$ cat config.mk
export PLATFORM = sky130hd
export DESIGN_NAME = button_event_arbiter
export DESIGN_NICKNAME = d
export VERILOG_FILES = /design/src/rtl/btn_pkg.sv /design/src/rtl/btn_channel.sv /design/src/rtl/button_event_arbiter.sv
export SDC_FILE = /design/constraint.sdc
export NUM_CORES = 1
export LEC_CHECK = 0
export ABC_AREA = 1
export BUFFER_PORTS_ARGS = -buffer_cell sky130_fd_sc_hd__buf_4
export CAP_MARGIN = 20
export CELL_PAD_IN_SITES_DETAIL_PLACEMENT = 2
export CELL_PAD_IN_SITES_GLOBAL_PLACEMENT = 2
export CORE_MARGIN = 2
export CORE_UTILIZATION = 36
export CTS_BUF_LIST = sky130_fd_sc_hd__clkbuf_16
export CTS_CLUSTER_SIZE = 40
export DETAILED_ROUTE_END_ITERATION = 12
export PLACE_DENSITY_LB_ADDON = 0.1
export SKIP_CTS_REPAIR_TIMING = 1
export SLEW_MARGIN = 20
export SYNTH_ARGS = -nofsm -noshare
export SYNTH_HDL_FRONTEND = slang
export SYNTH_SLANG_ARGS = --single-unit
$ cat constraint.sdc
create_clock -name clk -period 5 [get_ports clk]
set_clock_uncertainty 0.05 [all_clocks]
set_input_delay 0.5 -clock clk [delete_from_list [all_inputs] [get_ports clk]]
set_output_delay 0.5 -clock clk [all_outputs]
set_load 0.01 [all_outputs]
$ cat src/rtl/btn_pkg.sv
// Shared definitions for the button event arbiter: channel state encoding
// and the default debounce / long-press timing constants.
package btn_pkg;

    typedef enum logic [1:0] {
        ST_IDLE   = 2'd0,
        ST_ARM    = 2'd1,
        ST_HELD   = 2'd2,
        ST_DISARM = 2'd3
    } chan_state_t;

    localparam int DEF_DEB_CYCLES  = 16;
    localparam int DEF_LONG_CYCLES = 64;

endpackage

$ cat src/rtl/btn_channel.sv
// One button lane: 2-FF synchronizer, debounce FSM with shared counter,
// and single-cycle press / long-press strobes toward the top-level flags.
module btn_channel
    import btn_pkg::*;
#(
    parameter int DEB_CYCLES  = DEF_DEB_CYCLES,
    parameter int LONG_CYCLES = DEF_LONG_CYCLES
) (
    input  logic clk,
    input  logic reset,
    input  logic i_raw,
    output logic o_level,
    output logic o_press,
    output logic o_long
);

    localparam int CW = $clog2(LONG_CYCLES);
    localparam logic [CW-1:0] DEB_LAST  = CW'(DEB_CYCLES - 1);
    localparam logic [CW-1:0] LONG_LAST = CW'(LONG_CYCLES - 1);

    logic          r_sync1;
    logic          r_sync2;
    chan_state_t   r_state;
    logic [CW-1:0] r_cnt;
    logic          r_level;
    logic          r_long_done;
    logic          w_s;

    assign w_s     = r_sync2;
    assign o_level = r_level;

    // Strobes fire on the same edge the FSM commits the transition.
    assign o_press = (r_state == ST_ARM)  && w_s && (r_cnt == DEB_LAST);
    assign o_long  = (r_state == ST_HELD) && w_s && (r_cnt == LONG_LAST) && !r_long_done;

    always_ff @(posedge clk) begin
        if (reset) begin
            r_sync1     <= 1'b0;
            r_sync2     <= 1'b0;
            r_state     <= ST_IDLE;
            r_cnt       <= '0;
            r_level     <= 1'b0;
            r_long_done <= 1'b0;
        end else begin
            r_sync1 <= i_raw;
            r_sync2 <= r_sync1;
            case (r_state)
                ST_IDLE: begin
                    if (w_s) begin
                        r_state <= ST_ARM;
                        r_cnt   <= '0;
                    end
                end
                ST_ARM: begin
                    if (!w_s) begin
                        r_state <= ST_IDLE;
                    end else if (r_cnt == DEB_LAST) begin
                        r_state     <= ST_HELD;
                        r_level     <= 1'b1;
                        r_cnt       <= '0;
                        r_long_done <= 1'b0;
                    end else begin
                        r_cnt <= r_cnt + 1'b1;
                    end
                end
                ST_HELD: begin
                    if (!w_s) begin
                        r_state <= ST_DISARM;
                        r_cnt   <= '0;
                    end else if (r_cnt == LONG_LAST) begin
                        r_long_done <= 1'b1;
                    end else begin
                        r_cnt <= r_cnt + 1'b1;
                    end
                end
                ST_DISARM: begin
                    // A bounce back high resumes the hold without a new press.
                    if (w_s) begin
                        r_state     <= ST_HELD;
                        r_cnt       <= '0;
                        r_long_done <= 1'b0;
                    end else if (r_cnt == DEB_LAST) begin
                        r_state <= ST_IDLE;
                        r_level <= 1'b0;
                    end else begin
                        r_cnt <= r_cnt + 1'b1;
                    end
                end
                default: r_state <= ST_IDLE;
            endcase
        end
    end

endmodule

$ cat src/rtl/button_event_arbiter.sv
// Debounced multi-button front end: per-button channels feed pending flags
// that a round-robin scheduler drains onto one valid/ready event port.
module button_event_arbiter
    import btn_pkg::*;
#(
    parameter int N_BTN       = 4,
    parameter int DEB_CYCLES  = DEF_DEB_CYCLES,
    parameter int LONG_CYCLES = DEF_LONG_CYCLES
) (
    input  logic                     clk,
    input  logic                     reset,
    input  logic [N_BTN-1:0]         button,
    input  logic                     evt_ready,
    output logic                     evt_valid,
    output logic [$clog2(N_BTN)-1:0] evt_id,
    output logic                     evt_long,
    output logic                     evt_drop,
    output logic [N_BTN-1:0]         btn_level
);

    localparam int IW = $clog2(N_BTN);

    logic [N_BTN-1:0] w_level;
    logic [N_BTN-1:0] w_press;
    logic [N_BTN-1:0] w_long;
    logic [N_BTN-1:0] r_press_pend;
    logic [N_BTN-1:0] r_long_pend;
    logic [N_BTN-1:0] w_any;
    logic [N_BTN-1:0] w_clr_press;
    logic [N_BTN-1:0] w_clr_long;
    logic [IW-1:0]    r_rr;
    logic [IW-1:0]    w_gid;
    logic             w_found;
    logic             w_free;
    logic             w_gnt_long;
    logic             w_drop_hit;

    for (genvar g = 0; g < N_BTN; g++) begin : g_ch
        btn_channel #(
            .DEB_CYCLES (DEB_CYCLES),
            .LONG_CYCLES(LONG_CYCLES)
        ) u_ch (
            .clk    (clk),
            .reset  (reset),
            .i_raw  (button[g]),
            .o_level(w_level[g]),
            .o_press(w_press[g]),
            .o_long (w_long[g])
        );
    end

    assign btn_level = w_level;
    assign w_any     = r_press_pend | r_long_pend;
    assign w_free    = !evt_valid || evt_ready;

    always_comb begin : p_search
        logic [IW-1:0] idx;
        w_found = 1'b0;
        w_gid   = '0;
        idx     = '0;
        for (int off = 1; off <= N_BTN; off++) begin
            idx = IW'((int'(r_rr) + off) % N_BTN);
            if (!w_found && w_any[idx]) begin
                w_found = 1'b1;
                w_gid   = idx;
            end
        end
    end

    // Press is always served before long within the granted button.
    always_comb begin
        w_gnt_long  = !r_press_pend[w_gid];
        w_clr_press = '0;
        w_clr_long  = '0;
        if (w_free && w_found) begin
            if (w_gnt_long) w_clr_long[w_gid]  = 1'b1;
            else            w_clr_press[w_gid] = 1'b1;
        end
    end

    assign w_drop_hit = |(w_press & r_press_pend & ~w_clr_press)
                      | |(w_long  & r_long_pend  & ~w_clr_long);

    always_ff @(posedge clk) begin
        if (reset) begin
            r_press_pend <= '0;
            r_long_pend  <= '0;
            r_rr         <= IW'(N_BTN - 1);
            evt_valid    <= 1'b0;
            evt_id       <= '0;
            evt_long     <= 1'b0;
            evt_drop     <= 1'b0;
        end else begin
            r_press_pend <= (r_press_pend & ~w_clr_press) | w_press;
            r_long_pend  <= (r_long_pend  & ~w_clr_long)  | w_long;
            if (w_drop_hit) evt_drop <= 1'b1;
            if (w_free) begin
                if (w_found) begin
                    evt_valid <= 1'b1;
                    evt_id    <= w_gid;
                    evt_long  <= w_gnt_long;
                    r_rr      <= w_gid;
                end else begin
                    evt_valid <= 1'b0;
                end
            end
        end
    end

endmodule
==> metrics.txt, run 1 <==
PwrDens=482 nW/um^2; via/cell ratio=5.22; GRT Total Usage=0.211; CP Data Required Time=5170 ps; Worst slew margin=0.617; Clk Latency, worst-skew pair=330 ps; wire per inst=15.5 um; H-tree level count=3; clock root buffer master=clkbuf_16; worst reg2reg setup slack=2290 ps; Yosys reg bits=63; Layout area overhead=14.4%; clock tree buffer depth=2; Ant. Diodes=0; die height=99.7 um; cell taking the most area after synthesis=dfxtp_1; most common cell after layout, fill and taps aside=nand2_1; top cells by area, synth=dfxtp_1, nand2_1, nor2_1; period utilisation layout=0.542; drc violations=0; status=complete, no violations; utilization after layout=0.428; Post-DRT Antenna Nets=0; num rows=34; crit start category=flip-flop; Core ar.=8810 um^2; Syn Std Cell Area=3300 um^2; critical path type=flip-flop to flip-flop; Setup TNS=0 ps; post-DP HPWL=7.23 mm; Worst-Margin Slew=574 ps; clock edge transition at the registers on the reported setup and hold paths=50 ps; RSZ-0062 raised after global routing=false; clk sinks=63; drt first pass iters=4; synth unique cells=33; global-route wire length before repair=16.8 mm; Peak VDD IR=0.168 mV; Slew Viols, Final=0; crit path DAT=2880 ps; Yosys warning total=0; setup violators final=0; number of port buffers=15; GP Congestion=0.857; vias=3288; Chip Width=99.7 um; most frequent cells in the layout=nand2_1, nor2_1, inv_1; Routed WL=9.77 mm; DRT iter0 DRCs=92; TritonCTS Buffers=9; max_cap viols=0; Hold Crit Class=input port to flip-flop; layout cells sized above 1=0.0881; post-layout min period=2710 ps; die area=9940 um^2; CTS tree=built; Mean Syn Cell Area=6.55 um^2; Hold Vio Cnt, Final=0; Synth top area share=0.383; nets@finish=528; vias in the first global route=3530; Mapped Cells=503; sequential area share after synthesis=0.383; Starting Density=0.374; Net Count, Synth=514; total gr overflow=0; Lkg Pwr=1.58 nW; largest net degree at the start of global routing=45; critical path peak fanout=11; # IOs=16; FMAX=0.369 GHz; initial antenna violation count=0; CP Capture Type=flip-flop
routing by layer:
layer	global-route usage	vias up	part of all wire
met3	0.0358	6	0.026
li1	-	1657	-
met1	0.265	1587	0.47
met4	0.0727	0	0.0082
met5	0	-	0
met2	0.365	38	0.50
Yosys cell counts:
cell / count
o221a_2: 1
a21oi_4: 1
nand3_1: 43
nand2_2: 3
buf_4: 5
a221oi_1: 2
o21bai_1: 1
clkbuf_1: 7
o31ai_1: 1
a311oi_1: 1
a21oi_1: 40
nor3_1: 26
inv_2: 2
nand4_1: 3
nor3b_1: 1
nand3_2: 4
o211ai_1: 5
a31oi_1: 5
o21ai_0: 15
o311ai_0: 1
nor2_2: 3
ha_1: 4
xnor2_1: 1
dfxtp_1: 63
or4_1: 1
nand2_1: 103
a211oi_1: 4
o21ai_1: 2
nor2_1: 80
nand2_4: 1
a21boi_0: 1
inv_1: 72
nor3_2: 1
registers in the layout (all words and copies together), names as in the netlist, named ones only:
name	count
g_ch.u_ch.r_sync1	4
g_ch.u_ch.o_level	4
r_long_pend	4
g_ch.u_ch.r_state	4
evt_long	1
evt_valid	1
g_ch.u_ch.r_long_done	4
g_ch.u_ch.r_cnt	24
r_press_pend	4
evt_id	2
r_rr	2
evt_drop	1
g_ch.u_ch.r_sync2	4
where the power goes:
part,total (mW),internal (mW),switching (mW),leakage (nW)
logic,0.643,0.188,0.455,0.919
clock network,0.611,0.382,0.229,0.146
registers,0.563,0.533,0.0302,0.511
total,1.82,1.10,0.714,1.58
path summary, 6_finish.rpt:
| kind | from | endpoint | depth (start not counted) |
|---|---|---|---|
| max | r_rr[0] | evt_drop | 17 |
| min | button[1] | g_ch[1].u_ch.r_sync1 | 3 |
| max reg2reg | r_rr[0] | evt_drop | 17 |
| min reg2reg | g_ch[3].u_ch.r_sync1 | g_ch[3].u_ch.r_sync2 | 2 |
layout make-up:
| cell class | count | area [um^2] |
|---|---|---|
| fill | 1098 | 5040 |
| multi-input combinational | 354 | 1690 |
| sequential | 63 | 1260 |
| inverter | 74 | 278 |
| clock buffer | 9 | 225 |
| tap | 108 | 135 |
| timing repair buffer | 15 | 113 |
| clock inverter | 7 | 65.1 |
logic make-up (layout without fill, tap and decap cells):
| family | count (synthesis) | in the layout | share of synthesized area |
|---|---|---|---|
| AOI/OAI and AO/OA | 80 | 80 | 0.142 |
| xor gates and xnor gates | 1 | 1 | 0.00266 |
| adders and majority gates | 4 | 4 | 0.0152 |
| buffers and inverters | 86 | 105 | 0.104 |
| DFF | 63 | 63 | 0.383 |
| and+or+nand+nor | 269 | 269 | 0.353 |
worst max-delay path: stages (launching register included):
cell and delay [ps]:
dfxtp_1 440, inv_2 140, nand2_1 170, nand2_1 80
nand2_1 60, nand2_1 100, nand3_2 110, nor2_1 50
nor2_2 390, nand3_1 280, nor2_1 160, nand3_1 110
nand2_1 90, nand2_1 60, nor2_1 120, nand3_1 80
nand2_1 60, inv_1 50
metrics by stage:
stage                     cell area, um^2  total power, mW  worst slack, ps  cells  hold slack, ps
after floorplan                      3300             1.05             3040    503             338
after global placement               3480             1.17             2650    614             339
after detailed placement             3480             1.20             2410    614             351
after CTS                            3770             1.84             2310    630             332
after global routing                 3770             1.94             2020    630             343
final                                3770             1.82             2290    630             338
Note: power is estimated with default switching activity, not from simulation.
==> run 2, diff against run 1 <==
--- a/config.mk
+++ b/config.mk
@@ -11,7 +11,7 @@
 export CELL_PAD_IN_SITES_DETAIL_PLACEMENT = 2
 export CELL_PAD_IN_SITES_GLOBAL_PLACEMENT = 2
 export CORE_MARGIN = 2
-export CORE_UTILIZATION = 36
+export CORE_UTILIZATION = 31
 export CTS_BUF_LIST = sky130_fd_sc_hd__clkbuf_16
 export CTS_CLUSTER_SIZE = 40
 export DETAILED_ROUTE_END_ITERATION = 12
==> constraint.sdc (replaced) <==
create_clock -name clk -period 2.25 [get_ports clk]
set_clock_uncertainty 0.05 [all_clocks]
set_input_delay 0.225 -clock clk [delete_from_list [all_inputs] [get_ports clk]]
set_output_delay 0.225 -clock clk [all_outputs]
set_load 0.01 [all_outputs]
==> run 2 against run 1 <==
  * The flow now finishes with violations (setup timing)
  * Setup slack worse by 2300 ps
  * Via count is 7.4% higher
  * Wire length is 19% higher
  * Global-route usage is 2.1 points lower
  * Total power grew to 2.9 times the previous value
  * Utilization is 0.66 points higher
  * Die area is 15% higher
  * Worst hold slack worse by 280 ps
  * Register-to-register slack worse by 2300 ps
  * Final area is 19% higher
  * Cell count is 10% higher
  * Non-clock buffer count is 36 higher
  * Largest power group unchanged
  * Highest routed layer unchanged
==> metrics.txt, run 2 (synthesized netlist as in run 1, its figures left out) <==
vias in the first global route=3685 (+4.4%); vias=3532 (+7.4%); family with the most delay on the worst path=simple AND/OR/NAND/NOR gates; worst flop-to-flop path startpoint=r_rr[0]; Max stage delay on crit path=420 ps (-20 ps); H-tree level count=3 (unchanged); period utilisation layout=1.01 (+0.471); number of gates on the worst path with buffers counted=15 (-2); Most common cell on crit path=nand2_2; failing checks=setup timing; Worst-Margin Slew=470 ps (-105 ps); crit path DAT=2430 ps (-450 ps); via/cell ratio=5.09 (-2.5%); clk sinks=63 (unchanged); final instance area=4490 um^2 (+19%); die height=107 um (+7.4%); Pint=3.08 mW (+180%); CP Capture Type=flip-flop; num rows=37 (+8.8%); worst path cell trace=inv_8 > nand2_1 > nand2_2 > nand2_2 > nand2_2 > nand3_4 > nand2_4 > a21oi_4 > nand2_2 > nor2_2 > nand3_2 > buf_4 > buf_4 > nand2_1 > a21oi_1; power share of the combinational group=0.483 (+0.129); Reg2Reg Depth=15 (-2); most frequent cells in the layout=nand2_1, inv_1, nor2_1; clock root buffer master=clkbuf_16; # IOs=16 (unchanged); total gr overflow=0 (unchanged); number of port buffers=15 (unchanged); clock tree buffer depth=2 (unchanged); global-route wire length before repair=17.3 mm (+3.1%); # fillers=1231 (+12%); pre-CTS setup slack=-201 ps (-2620 ps); Largest Register=g_ch.u_ch.r_cnt; placed cell areas=3730 um^2 (+7.3%); Routed WL=11.7 mm (+19%); clock group share of total power=0.278 (-0.058); Ant. Diodes=0 (unchanged); Post-DRT Antenna Nets=0 (unchanged); max_cap viols=0 (unchanged); Worst Path Buf+Inv=3 (+1); Slowest cell on crit path=dfxtp_4; CP Capture Point=r_press_pend[0]; GRT Total Usage=0.189 (-0.0214); sequential power share=0.240 (-0.070); Crit. Startpoint=r_rr[0]; TritonCTS Buffers=9 (unchanged); PwrDens=1180 nW/um^2 (+140%); DRT iter0 DRCs=75 (-18%); critical path type=flip-flop to flip-flop; P_sw=2.21 mW (+210%); initial antenna violation count=0 (unchanged); FMAX=0.439 GHz (+19%); Chip Width=107 um (+7.4%); Hold Vio Cnt, Final=0 (unchanged); most common cell after layout, fill and taps aside=nand2_1; Slew Viols, Final=0 (unchanged); Net Sw Frac=0.418 (+0.0247); wire per inst=16.8 um (+8.5%); Starting Density=0.319 (-0.0550); drt first pass iters=4 (unchanged); CP Data Required Time=2400 ps (-2770 ps); Peak VDD IR=0.554 mV (+230%); largest net degree at the start of global routing=44 (-2.2%); Hold WS=57.1 ps (-281 ps); post-DP HPWL=7.73 mm (+6.9%); setup violators final=2 (+2); final worst slack=-29.2 ps (-2320 ps); crit start category=flip-flop; Clk Latency, worst-skew pair=330 ps (about the same); drc violations=0 (unchanged); Hold Crit Class=input port to flip-flop; Layout area overhead=36.2%; Worst slew margin=0.687 (+0.0702); reg-to-reg endpoint=r_press_pend[0]; RSZ-0062 raised after global routing=true; max FFs per register=24 (unchanged); clock edge transition at the registers on the reported setup and hold paths=60 ps (about the same); die area=11500 um^2 (+15%); CTS tree=built; post-layout min period=2280 ps (-430 ps); worst reg2reg setup slack=-30 ps (-2320 ps); critical path peak fanout=9 (-2); status=finished, violations left; Final Total Pwr=5.30 mW (+190%); layout cells sized above 1=0.278 (+0.190); Core ar.=10300 um^2 (+17%); nets@finish=565 (+7.0%); GP Congestion=0.817 (-4.6%); Lkg Pwr=1.81 nW (+15%)
[run 2: cell types whose count changed in the layout (fill, tap and decap cells not counted), moves of 5 or more]
| cell | change |
|---|---|
| nand3_1 | -14 |
| nand2_1 | -26 |
| nor2_1 | -14 |
| dfxtp_1 | -8 |
| dfxtp_2 | +7 |
| nor3_1 | -5 |
| buf_4 | +32 |
| nand2_2 | +20 |
| nor2_4 | +10 |
| nand2_4 | +7 |
| nand3_2 | +10 |
[run 2: final cells by class]
class	instances	area, um^2	share of cell area
clock inverter	6	76.3	0.0170
clock buffer	9	225	0.0502
timing repair buffer	51	398	0.0887
inverter	74	288	0.0641
sequential	63	1270	0.284
multi-input combinational	355	2060	0.458
tap	136	170	0.0379
[run 2: stage by stage]
stage                     setup TNS [ps]   util  std cells
final                              -37.4  0.435        694
after CTS                           -758  0.391        686
after floorplan                        0      -        503
after detailed placement            -473  0.362        671
after global placement             -41.1  0.362        671
after global routing                -438  0.435        694
[run 2: tightest hold or removal path: cells and delay by family]
kind | cells | cell delay (ps)
buf+inv | 2 | 110
simple gates | 1 | 70
[run 2: how the worst min path moves through the flow]
| stage | end | startpoint | depth (start not counted) | slack, ps |
|---|---|---|---|---|
| 3_5_place_dp | g_ch[0].u_ch.r_sync2 | g_ch[0].u_ch.r_sync1 | 2 | 350 |
| 6_report | g_ch[0].u_ch.r_sync1 | button[0] | 3 | 60 |
| 4_1_cts | g_ch[0].u_ch.r_sync1 | button[0] | 3 | 50 |
| 5_1_grt | g_ch[0].u_ch.r_sync1 | button[0] | 3 | 80 |
| 3_3_place_gp | g_ch[2].u_ch.r_sync2 | g_ch[2].u_ch.r_sync1 | 2 | 350 |
| 2_1_floorplan | g_ch[0].u_ch.r_sync1 | button[0] | 2 | 280 |
[run 2: power groups by stage]
stage	Sequential, mW	Clock [mW]	Combinational, mW
2_1_floorplan	1.27	0	1.06
3_3_place_gp	1.27	0	1.54
3_5_place_dp	1.27	0	1.61
4_1_cts	1.25	1.49	1.62
5_1_grt	1.28	1.56	2.76
6_report	1.27	1.47	2.56
[run 2: layer usage]
metal	routed length [um]	vias up	track usage
met5	0	-	0
met4	333	0	0.0557
met1	5250	1730	0.236
met2	5840	42	0.330
met3	245	24	0.0365
li1	-	1736	-
